==> src/rtl/d_mem_arb_pkg.sv <==
// Shared types and helpers for the d_mem arbiter and its round-robin picker.
package d_mem_arb_pkg;

    // Upper bound on requesters; index-carrying registers are sized for this.
    localparam int unsigned MAX_REQ = 4;
    localparam int unsigned IDX_W   = 2;

    typedef enum logic [0:0] {
        ARB    = 1'b0,
        LOCKED = 1'b1
    } arb_state_t;

    typedef struct packed {
        logic        wr;
        logic        lock;
        logic [31:0] addr;
        logic [31:0] wdata;
        logic [3:0]  byte_en;
    } mem_req_t;

    // (base + off) mod n, returned as a requester index.
    function automatic logic [IDX_W-1:0] wrap_add(logic [IDX_W-1:0] base, int unsigned off,
                                                  int unsigned n);
        return IDX_W'((32'(base) + off) % n);
    endfunction

    // Expand byte enables into a 32-bit lane mask.
    function automatic logic [31:0] lane_mask(logic [3:0] be);
        return {{8{be[3]}}, {8{be[2]}}, {8{be[1]}}, {8{be[0]}}};
    endfunction

endpackage

==> src/rtl/d_mem_arb_rr_picker.sv <==
// Combinational round-robin picker: first valid requester at or after the pointer,
// wrapping modulo NUM_REQ. Produces a one-hot grant, its index and an any-grant flag.
module rr_picker
    import d_mem_arb_pkg::*;
#(
    parameter int unsigned NUM_REQ = 2
) (
    input  logic [NUM_REQ-1:0] i_valid,
    input  logic [IDX_W-1:0]   i_ptr,
    output logic [NUM_REQ-1:0] o_grant,
    output logic [IDX_W-1:0]   o_idx,
    output logic               o_any
);

    logic [IDX_W-1:0] w_cand;

    // Scan candidates in priority order starting at the pointer; keep the first hit.
    always_comb begin
        o_grant = '0;
        o_idx   = '0;
        o_any   = 1'b0;
        w_cand  = '0;
        for (int unsigned k = 0; k < NUM_REQ; k++) begin
            w_cand = wrap_add(i_ptr, k, NUM_REQ);
            if (!o_any && (((i_valid >> w_cand) & NUM_REQ'(1)) != '0)) begin
                o_any   = 1'b1;
                o_idx   = w_cand;
                o_grant = NUM_REQ'(1) << w_cand;
            end
        end
    end

endmodule

==> src/rtl/d_mem_arb.sv <==
// Arbiter sharing one d_mem between NUM_REQ requesters (0 = LSU, others DMA/debug).
// Round-robin grant with an optional atomic lock, word-index translation, range
// protection and a registered single-cycle response.
module d_mem_arb
    import d_mem_arb_pkg::*;
#(
    parameter int unsigned NUM_REQ        = 2,
    parameter int unsigned MEM_SIZE_WORDS = 256,
    parameter int unsigned LOCK_TIMEOUT   = 16
) (
    input  logic                 i_clk,
    input  logic                 i_rst,
    input  logic [NUM_REQ-1:0]   i_req_valid,
    output logic [NUM_REQ-1:0]   o_req_ready,
    input  logic [NUM_REQ-1:0]   i_req_wr,
    input  logic [NUM_REQ-1:0]   i_req_lock,
    input  logic [NUM_REQ*32-1:0] i_req_addr,
    input  logic [NUM_REQ*32-1:0] i_req_wdata,
    input  logic [NUM_REQ*4-1:0] i_req_byte_en,
    output logic [NUM_REQ-1:0]   o_rsp_valid,
    output logic [31:0]          o_rsp_rdata,
    output logic                 o_rsp_err,
    output logic                 o_lock_timeout,
    output logic [31:0]          o_mem_addr,
    output logic                 o_mem_wr_en,
    output logic [31:0]          o_mem_wr_data,
    output logic [3:0]           o_mem_byte_en,
    input  logic [31:0]          i_mem_rd_data
);

    localparam int unsigned CNT_W = (LOCK_TIMEOUT > 1) ? $clog2(LOCK_TIMEOUT) : 1;
    localparam logic [CNT_W-1:0] CNT_LAST = CNT_W'(LOCK_TIMEOUT - 1);

    // State registers
    arb_state_t       r_state;
    logic [IDX_W-1:0] r_rr_ptr;
    logic [IDX_W-1:0] r_owner;
    logic [CNT_W-1:0] r_lock_cnt;

    // Response registers
    logic [NUM_REQ-1:0] r_rsp_valid;
    logic [31:0]        r_rsp_rdata;
    logic               r_rsp_err;

    // Next-state
    arb_state_t       w_state_nxt;
    logic [IDX_W-1:0] w_rr_ptr_nxt;
    logic [IDX_W-1:0] w_owner_nxt;
    logic [CNT_W-1:0] w_lock_cnt_nxt;
    logic             w_timeout;
    logic [31:0]      w_rsp_rdata_nxt;

    // Request unpacking; entries beyond NUM_REQ are tied off so any 2-bit index is safe.
    mem_req_t          w_req [MAX_REQ];
    logic [MAX_REQ-1:0] w_valid;

    for (genvar gi = 0; gi < MAX_REQ; gi++) begin : g_req
        if (gi < NUM_REQ) begin : g_live
            assign w_req[gi] = '{
                wr:      i_req_wr[gi],
                lock:    i_req_lock[gi],
                addr:    i_req_addr[gi*32 +: 32],
                wdata:   i_req_wdata[gi*32 +: 32],
                byte_en: i_req_byte_en[gi*4 +: 4]
            };
        end else begin : g_tie
            assign w_req[gi] = '0;
        end
    end

    assign w_valid = MAX_REQ'(i_req_valid);

    // Round-robin candidate, used only while arbitrating
    logic [NUM_REQ-1:0] w_rr_grant;
    logic [IDX_W-1:0]   w_rr_idx;
    logic               w_rr_any;

    rr_picker #(
        .NUM_REQ (NUM_REQ)
    ) u_rr_picker (
        .i_valid (i_req_valid),
        .i_ptr   (r_rr_ptr),
        .o_grant (w_rr_grant),
        .o_idx   (w_rr_idx),
        .o_any   (w_rr_any)
    );

    // Grant selection: owner-only while locked, round-robin otherwise, nothing in reset.
    logic [NUM_REQ-1:0] w_grant;
    logic [IDX_W-1:0]   w_idx;
    logic               w_accept;

    always_comb begin
        w_grant  = '0;
        w_idx    = '0;
        w_accept = 1'b0;
        if (!i_rst) begin
            if (r_state == LOCKED) begin
                if (w_valid[r_owner]) begin
                    w_grant  = NUM_REQ'(1) << r_owner;
                    w_idx    = r_owner;
                    w_accept = 1'b1;
                end
            end else begin
                w_grant  = w_rr_grant;
                w_idx    = w_rr_idx;
                w_accept = w_rr_any;
            end
        end
    end

    mem_req_t w_sel;
    logic     w_in_range;
    logic     w_unused_addr_lsb;

    assign w_sel             = w_req[w_idx];
    assign w_in_range        = ({2'b00, w_sel.addr[31:2]} < 32'(MEM_SIZE_WORDS));
    // Byte offset within the word is irrelevant to a word memory.
    assign w_unused_addr_lsb = ^w_sel.addr[1:0];

    // Memory port follows the granted requester; idle port writes nothing.
    always_comb begin
        o_mem_addr    = '0;
        o_mem_wr_en   = 1'b0;
        o_mem_wr_data = '0;
        o_mem_byte_en = '0;
        if (w_accept) begin
            o_mem_addr    = {2'b00, w_sel.addr[31:2]};
            o_mem_wr_en   = w_sel.wr && w_in_range;
            o_mem_wr_data = w_sel.wdata;
            o_mem_byte_en = w_sel.byte_en;
        end
    end

    // FSM next-state: lock acquire/hold/release, idle timeout, round-robin pointer update.
    always_comb begin
        w_state_nxt    = r_state;
        w_rr_ptr_nxt   = r_rr_ptr;
        w_owner_nxt    = r_owner;
        w_lock_cnt_nxt = r_lock_cnt;
        w_timeout      = 1'b0;
        unique case (r_state)
            ARB: begin
                if (w_accept) begin
                    w_rr_ptr_nxt = wrap_add(w_idx, 1, NUM_REQ);
                    if (w_sel.lock) begin
                        w_state_nxt    = LOCKED;
                        w_owner_nxt    = w_idx;
                        w_lock_cnt_nxt = '0;
                    end
                end
            end
            LOCKED: begin
                if (w_accept) begin
                    w_lock_cnt_nxt = '0;
                    if (!w_sel.lock) begin
                        w_state_nxt  = ARB;
                        w_rr_ptr_nxt = wrap_add(r_owner, 1, NUM_REQ);
                    end
                end else if (r_lock_cnt == CNT_LAST) begin
                    // Owner went quiet too long: force release so others are not starved.
                    w_state_nxt    = ARB;
                    w_rr_ptr_nxt   = wrap_add(r_owner, 1, NUM_REQ);
                    w_lock_cnt_nxt = '0;
                    w_timeout      = 1'b1;
                end else begin
                    w_lock_cnt_nxt = r_lock_cnt + CNT_W'(1);
                end
            end
            default: begin
                w_state_nxt = ARB;
            end
        endcase
    end

    // FSM state register with synchronous reset
    always_ff @(posedge i_clk) begin
        if (i_rst) begin
            r_state    <= ARB;
            r_rr_ptr   <= '0;
            r_owner    <= '0;
            r_lock_cnt <= '0;
        end else begin
            r_state    <= w_state_nxt;
            r_rr_ptr   <= w_rr_ptr_nxt;
            r_owner    <= w_owner_nxt;
            r_lock_cnt <= w_lock_cnt_nxt;
        end
    end

    // Read data returned only for in-range reads, masked to the requested lanes.
    always_comb begin
        w_rsp_rdata_nxt = '0;
        if (w_accept && !w_sel.wr && w_in_range) begin
            w_rsp_rdata_nxt = i_mem_rd_data & lane_mask(w_sel.byte_en);
        end
    end

    // Response register: one-cycle pulse to last cycle's acceptor; reset drops it.
    always_ff @(posedge i_clk) begin
        if (i_rst) begin
            r_rsp_valid <= '0;
            r_rsp_rdata <= '0;
            r_rsp_err   <= 1'b0;
        end else begin
            r_rsp_valid <= w_grant;
            r_rsp_rdata <= w_rsp_rdata_nxt;
            r_rsp_err   <= w_accept && !w_in_range;
        end
    end

    assign o_req_ready    = w_grant;
    assign o_rsp_valid    = r_rsp_valid;
    assign o_rsp_rdata    = r_rsp_rdata;
    assign o_rsp_err      = r_rsp_err;
    assign o_lock_timeout = w_timeout && !i_rst;

endmodule

==> config.mk <==
export PLATFORM = sky130hd
export DESIGN_NAME = d_mem_arb
export DESIGN_NICKNAME = d
export VERILOG_FILES = /design/src/rtl/d_mem_arb_pkg.sv /design/src/rtl/d_mem_arb_rr_picker.sv /design/src/rtl/d_mem_arb.sv
export SDC_FILE = /design/constraint.sdc
export NUM_CORES = 1
export LEC_CHECK = 0
export CORE_AREA = 5 5 106 108
export CTS_CLUSTER_SIZE = 24
export DETAILED_ROUTE_END_ITERATION = 6
export DIE_AREA = 0 0 111 113
export GPL_TIMING_DRIVEN = 0
export PLACE_DENSITY = 0.85
export SLEW_MARGIN = 0
export SYNTH_ARGS = -nofsm -noshare
export SYNTH_HDL_FRONTEND = slang
export SYNTH_SLANG_ARGS = --single-unit
==> constraint.sdc <==
create_clock -name i_clk -period 5.05 [get_ports i_clk]
set_input_delay 1.01 -clock i_clk [delete_from_list [all_inputs] [get_ports i_clk]]
set_output_delay 1.01 -clock i_clk [all_outputs]
set_load 0.01 [all_outputs]
# == Yosys cells after proc, flatten, opt, wreduce, memory -nomap -nowiden ==
# Index checks and enable logic that the tools add are counted.
# word_totals
output_inout_bits,107
wordCells,84
reg_bits,43
# classes
n_reduce_logical,14
n_mux,42
n_shift,5
bitwise_logic,4
n_lt_le_gt_ge,3
n_addsub,4
eq_ne,5
# ops
op,n
binary-select mux 70 bit (select 2 bit),1
2-to-1 mux 70 bit,2
bitwise AND 32 bit,1
2-to-1 mux 32 bit,1
"less-than comparator 30 x 9 -> 1 bit, second input constant",1
2-to-1 mux 30 bit,1
2-to-1 mux 4 bit,5
2-to-1 mux 1 bit,19
2-to-1 mux 2 bit,9
one-hot mux 4 bit (2 select lines),1
logical AND 1 bit,6
AND reduction 3 bit,2
"adder 4 x 1 -> 4 bit, second input constant",1
"== test 4 bit, second input constant",1
zero test 1 bit,4
"inequality test 2 bit, second input constant",2
one-hot mux 1 bit (2 select lines),2
"<< shifter 1 x 1 -> 2 bit, first input constant",2
right shift 2 x 1 -> 1 bit,2
"adder 1 bit, second input constant",3
"greater-or-equal comparator 3 bit, second input constant",1
"less-than comparator 2 x 3 -> 1 bit, second input constant",1
"inequality test 3 x 1 -> 1 bit, second input constant",1
"inequality test 3 bit, second input constant",1
other kinds (6),7

# == Longest topological paths before layout ==
# logic_depth
word_depth,16
mapped_depth,8
mapped_depth_nobuf,6

# == By module ==
# Synthesis repeated with hierarchy kept, for this count alone.
# hier_totals
cells_unflattened,443
hier_area_um2,3021.6
# by_module_without_submodules
module,area_per_inst_um2,cells_per_inst,n_inst
d_mem_arb,2977.9,436,1
rr_picker,43.8,7,1

# == Least setup slack after synthesis ==
# Ideal clock, no wire load.
# synth_timing
path_type,in2out
startpoint,in i_req_valid[0]
endpoint,out o_mem_byte_en[1]
required_time_ns,4.040
path_stages,8
arrival_ns,2.534
setup_slack_ns,1.506
path_buffers,3
path_cell_list,buf_2 > nor3b_2 > a2111o_1 > inv_2 > buf_2 > buf_1 > nand2_1 > a21oi_1
# synth_between
elab_chain_len,12
# synth_rtl
element,line,source
from (decl),d_mem_arb.sv:13,"input logic [NUM_REQ-1:0] i_req_valid,"
right shift 2 x 1 -> 1 bit,d_mem_arb_rr_picker.sv:25,if (!o_any && (((i_valid >> w_cand) & NUM_REQ'(1)) != '0)) begin
2-to-1 mux 1 bit,d_mem_arb_rr_picker.sv:25,
zero test 1 bit,d_mem_arb_rr_picker.sv:25,
logical AND 1 bit,d_mem_arb_rr_picker.sv:25,
2-to-1 mux 2 bit,d_mem_arb_rr_picker.sv:25,
2-to-1 mux 2 bit,d_mem_arb.sv:98,if (r_state == LOCKED) begin
2-to-1 mux 2 bit,d_mem_arb.sv:97,if (!i_rst) begin
NOT 2 -> 3 bit (not written as such),d_mem_arb.sv:116,assign w_sel = w_req[w_idx];
binary-select mux 70 bit (select 2 bit),d_mem_arb.sv:116,
2-to-1 mux 70 bit (not written as such) (2 in a row),d_mem_arb.sv:116,
2-to-1 mux 4 bit (*),d_mem_arb.sv:127,if (w_accept) begin
to (decl),d_mem_arb.sv:27,"output logic [3:0] o_mem_byte_en,"
# Every way passes the cells marked *; elsewhere a longest branch is shown, timed or not. The select of a mux whose other input is x is not followed.

# == Worst setup path in the final report ==
# layout_timing
startpoint,in i_req_valid[1]
endpoint,out o_mem_byte_en[2]
# Same word-level chain as after synthesis.

==> run summary <==
Clock Sinks = 43
Netlist cell types = 41
1st-iter DRT viols = 181
Sequential area share after synthesis = 31.7%
Most common cell after layout, fill and taps aside = clkdlybuf4s50_1
Avg Inst Size Synth = 6.34 um2
TritonRoute pass-1 iters = 5
H-tree depth = 2
Die width = 111 um
Sw power = 0.306 mW
Total of max-cap violations = 0
Worst Skew = 0.0115 ns
Cell internal pwr = 0.675 mW
Multi-input combinational cell area = 1590 um2
Startpoint Class = primary input
Fillers = 939
Share of layout cells above drive strength 1 = 3.65%
Post-DP HPWL = 12,000 um
Post-layout minimum cycle time = 4.89 ns
Ant. Diodes = 0
Die area = 12,500 um2
Crit share post-route = 96.7%
Area post-placement = 5640 um2
Total CTS buffers = 5
CP most frequent cell = clkdlybuf4s50_1
Slew Limit Headroom = 52.0%
Cells after Synth = 428
Fin. max-slew vios = 0
Clk buf depth = 2
Pin count of the biggest net entering global routing = 16
Synthesis Warnings = 0
Pleak = 2.30 nW
Final setup violation count = 0
Initial Util = 26.8%
Sequential power share = 35.3%
Crit path max-delay cell type = clkdlybuf4s50_1
Post-CTS setup buffer count = 0
Clk_lat worst skew = 0.29 ns
Critical-path cell list = clkdlybuf4s50_1 -> inv_1 -> a2111o_1 -> inv_2 -> buf_2 -> clkbuf_2 -> nand2_1 -> a21oi_1 -> clkdlybuf4s50_1
Critical Path Sink = o_mem_byte_en[2]
Pre-CTS setup slack = 0.0242 ns
Number of synthesized register bits = 43
Primary FF master, synth = dfxtp_1
Critical path buffer and inverter count = 6
FP Rows = 37
PwrDens = 171 nW/um2
Hold WS = 0.532 ns
DRC Markers = 0
Vias in the first global route = 4,220
Area growth from synthesis to layout = 111%
Worst VDD drop = 0.0903 mV
Critical Path End Type = primary output
Largest stage delay, worst path = 0.62 ns
Drt wl/cell = 17.0 um
CTS clk-pin slew, worst paths = 0.09 ns
Antenna violations before repair = 0
Clock network fraction of design power = 22.7%
First-pass GRT wire length = 21,600 um
Reg2reg setup slack = 2.70 ns
Levels on crit path = 9
Number of vias in the routed layout = 4,107
Worst Hold Class = reg -> reg
Worst slew pin tran = 0.714 ns
Commonest non-fill, non-tap cells in the layout = clkdlybuf4s50_1, nand2_1, a21oi_1
Via density = 4.84
CTS root buf = clkbuf_8
CTS tree = built
Nets = 888
Final WS setup = 0.164 ns
Critical path required time = 4.04 ns
Final core occ = 56.6%
Largest delay share family, worst path = buffers and inverters
Fin cells = 848
Total wire length = 14,400 um
R2R Path End = r_lock_cnt[0]
Sequential cell area = 861 um2
Total gr overflow = 0
Async SR Flop Fraction = 0%
Cells after DPL = 840
Unrepaired setup endpoints after global routing = no
Final ANT Viol Nets = 0
Post-synth EDFFs = 0
Crit path max fanout = 10
GP Congestion = 0.893
Port buffer count = 275
Outcome = finished, final reports clean
Max Freq = 0.205 GHz
Boundary pin count = 283
Final Hold Fails = 0
Sw Share = 31.2%
Die height = 113 um
GRT Util Overall = 21.3%
Power Total = 0.981 mW
Synth Cell Area = 2720 um2
Crit path kind = in -> out
R2R Path Start = r_state
Core Region = 10,100 um2
CP Data Arrival Time = 3.88 ns
Origin of the worst setup path = i_req_valid[1]
Setup tns final = 0 ns
R2R depth = 7
Final instance area = 5740 um2
Logic pwr share = 41.9%
sequential cells by signal, summed over array words and instances, names as in the netlist:
register     cells
r_lock_cnt       4
r_rr_ptr         1
o_rsp_valid      2
o_rsp_rdata     32
o_rsp_err        1
r_owner          2
r_state          1
area by class of cell:
type                            count  share of cell area [%]
Clock inverter                      3                   0.414
Buffer                             28                    2.18
Sequential cell                    43                    15.0
Inverter                           38                    2.49
Multi-Input combinational cell    320                    27.8
Tap cell                          136                    2.97
Timing Repair Buffer              275                    48.0
Clock buffer                        5                    1.20
worst min path at each step:
stage	from	to	depth (start not counted)	slack [ns]
CTS	r_owner[1]	r_owner[1]	1	0.52
global route	r_owner[1]	r_owner[1]	1	0.56
global placement	r_owner[1]	r_owner[1]	1	0.50
finish	r_owner[1]	r_owner[1]	1	0.53
detailed placement	r_owner[1]	r_owner[1]	1	0.51
floorplan	r_owner[1]	r_owner[1]	1	0.48
metal layers:
| metal | wire length [um] | GRT usage, % | vias to the layer above |
|---|---|---|---|
| li1 | - | - | 1975 |
| met1 | 5460 | 22.7 | 1842 |
| met2 | 7150 | 39.1 | 254 |
| met3 | 1290 | 6.79 | 36 |
| met4 | 526 | 8.54 | 0 |
| met5 | 0 | 0 | - |
synthesized netlist by cell type (all sizes together), types with 2 or more instances:
library cell,instances,share of area (%)
nor2,36,5.0
nor3b,9,2.7
nor3,3,0.55
a21oi,75,14
nand4,4,0.92
o2111a,2,0.83
buf,13,2.4
and3,2,0.46
dfxtp,43,32
nor4,11,3.3
o21a,2,0.55
nand2,136,19
nand3,5,0.92
or2,2,0.46
o21ai,5,0.92
o211ai,4,1.1
clkbuf,15,2.1
o221ai,4,2.2
nand4b,2,0.65
inv,38,5.3
or4,2,0.55
mux2i,2,0.74
nand2b,2,0.46
power groups by stage:
stage	clock network (mW)	registers (mW)	logic [mW]
after global placement	0	0.354	0.401
final	0.223	0.346	0.411
after global routing	0.248	0.347	0.440
after floorplan	0	0.354	0.140
after CTS	0.232	0.346	0.412
after detailed placement	0	0.354	0.409
repair_timing:
item / 4_1_cts / 5_1_grt
resized for setup: 0 / 2
hold endpoints to repair: 0 / 0
setup endpoints to repair: 0 / 11
hold buffers: 0 / 0
cells by family (layout without fill, tap and decap cells):
group | count (synthesis) | in the layout | synth area share, %
flip-flops | 43 | 43 | 31.7
other | 1 | 2 | 0.138
AO/OA/AOI/OAI | 100 | 100 | 22.0
multiplexers | 3 | 3 | 1.15
adder cells (fa/ha/maj) | 1 | 1 | 0.461
AND/OR/NAND/NOR | 214 | 214 | 34.7
buffers and inverters | 66 | 349 | 9.77
worst reg2reg max path, cell delays in order, from the launching register on:
cell      delay [ns]
dfxtp_1         0.32
clkbuf_1        0.33
o21bai_1        0.22
o21ai_0         0.18
nand2_1         0.34
clkbuf_1        0.57
nand4b_1        0.16
a21oi_1         0.16
No activity file was read; power rests on OpenSTA's default activity.
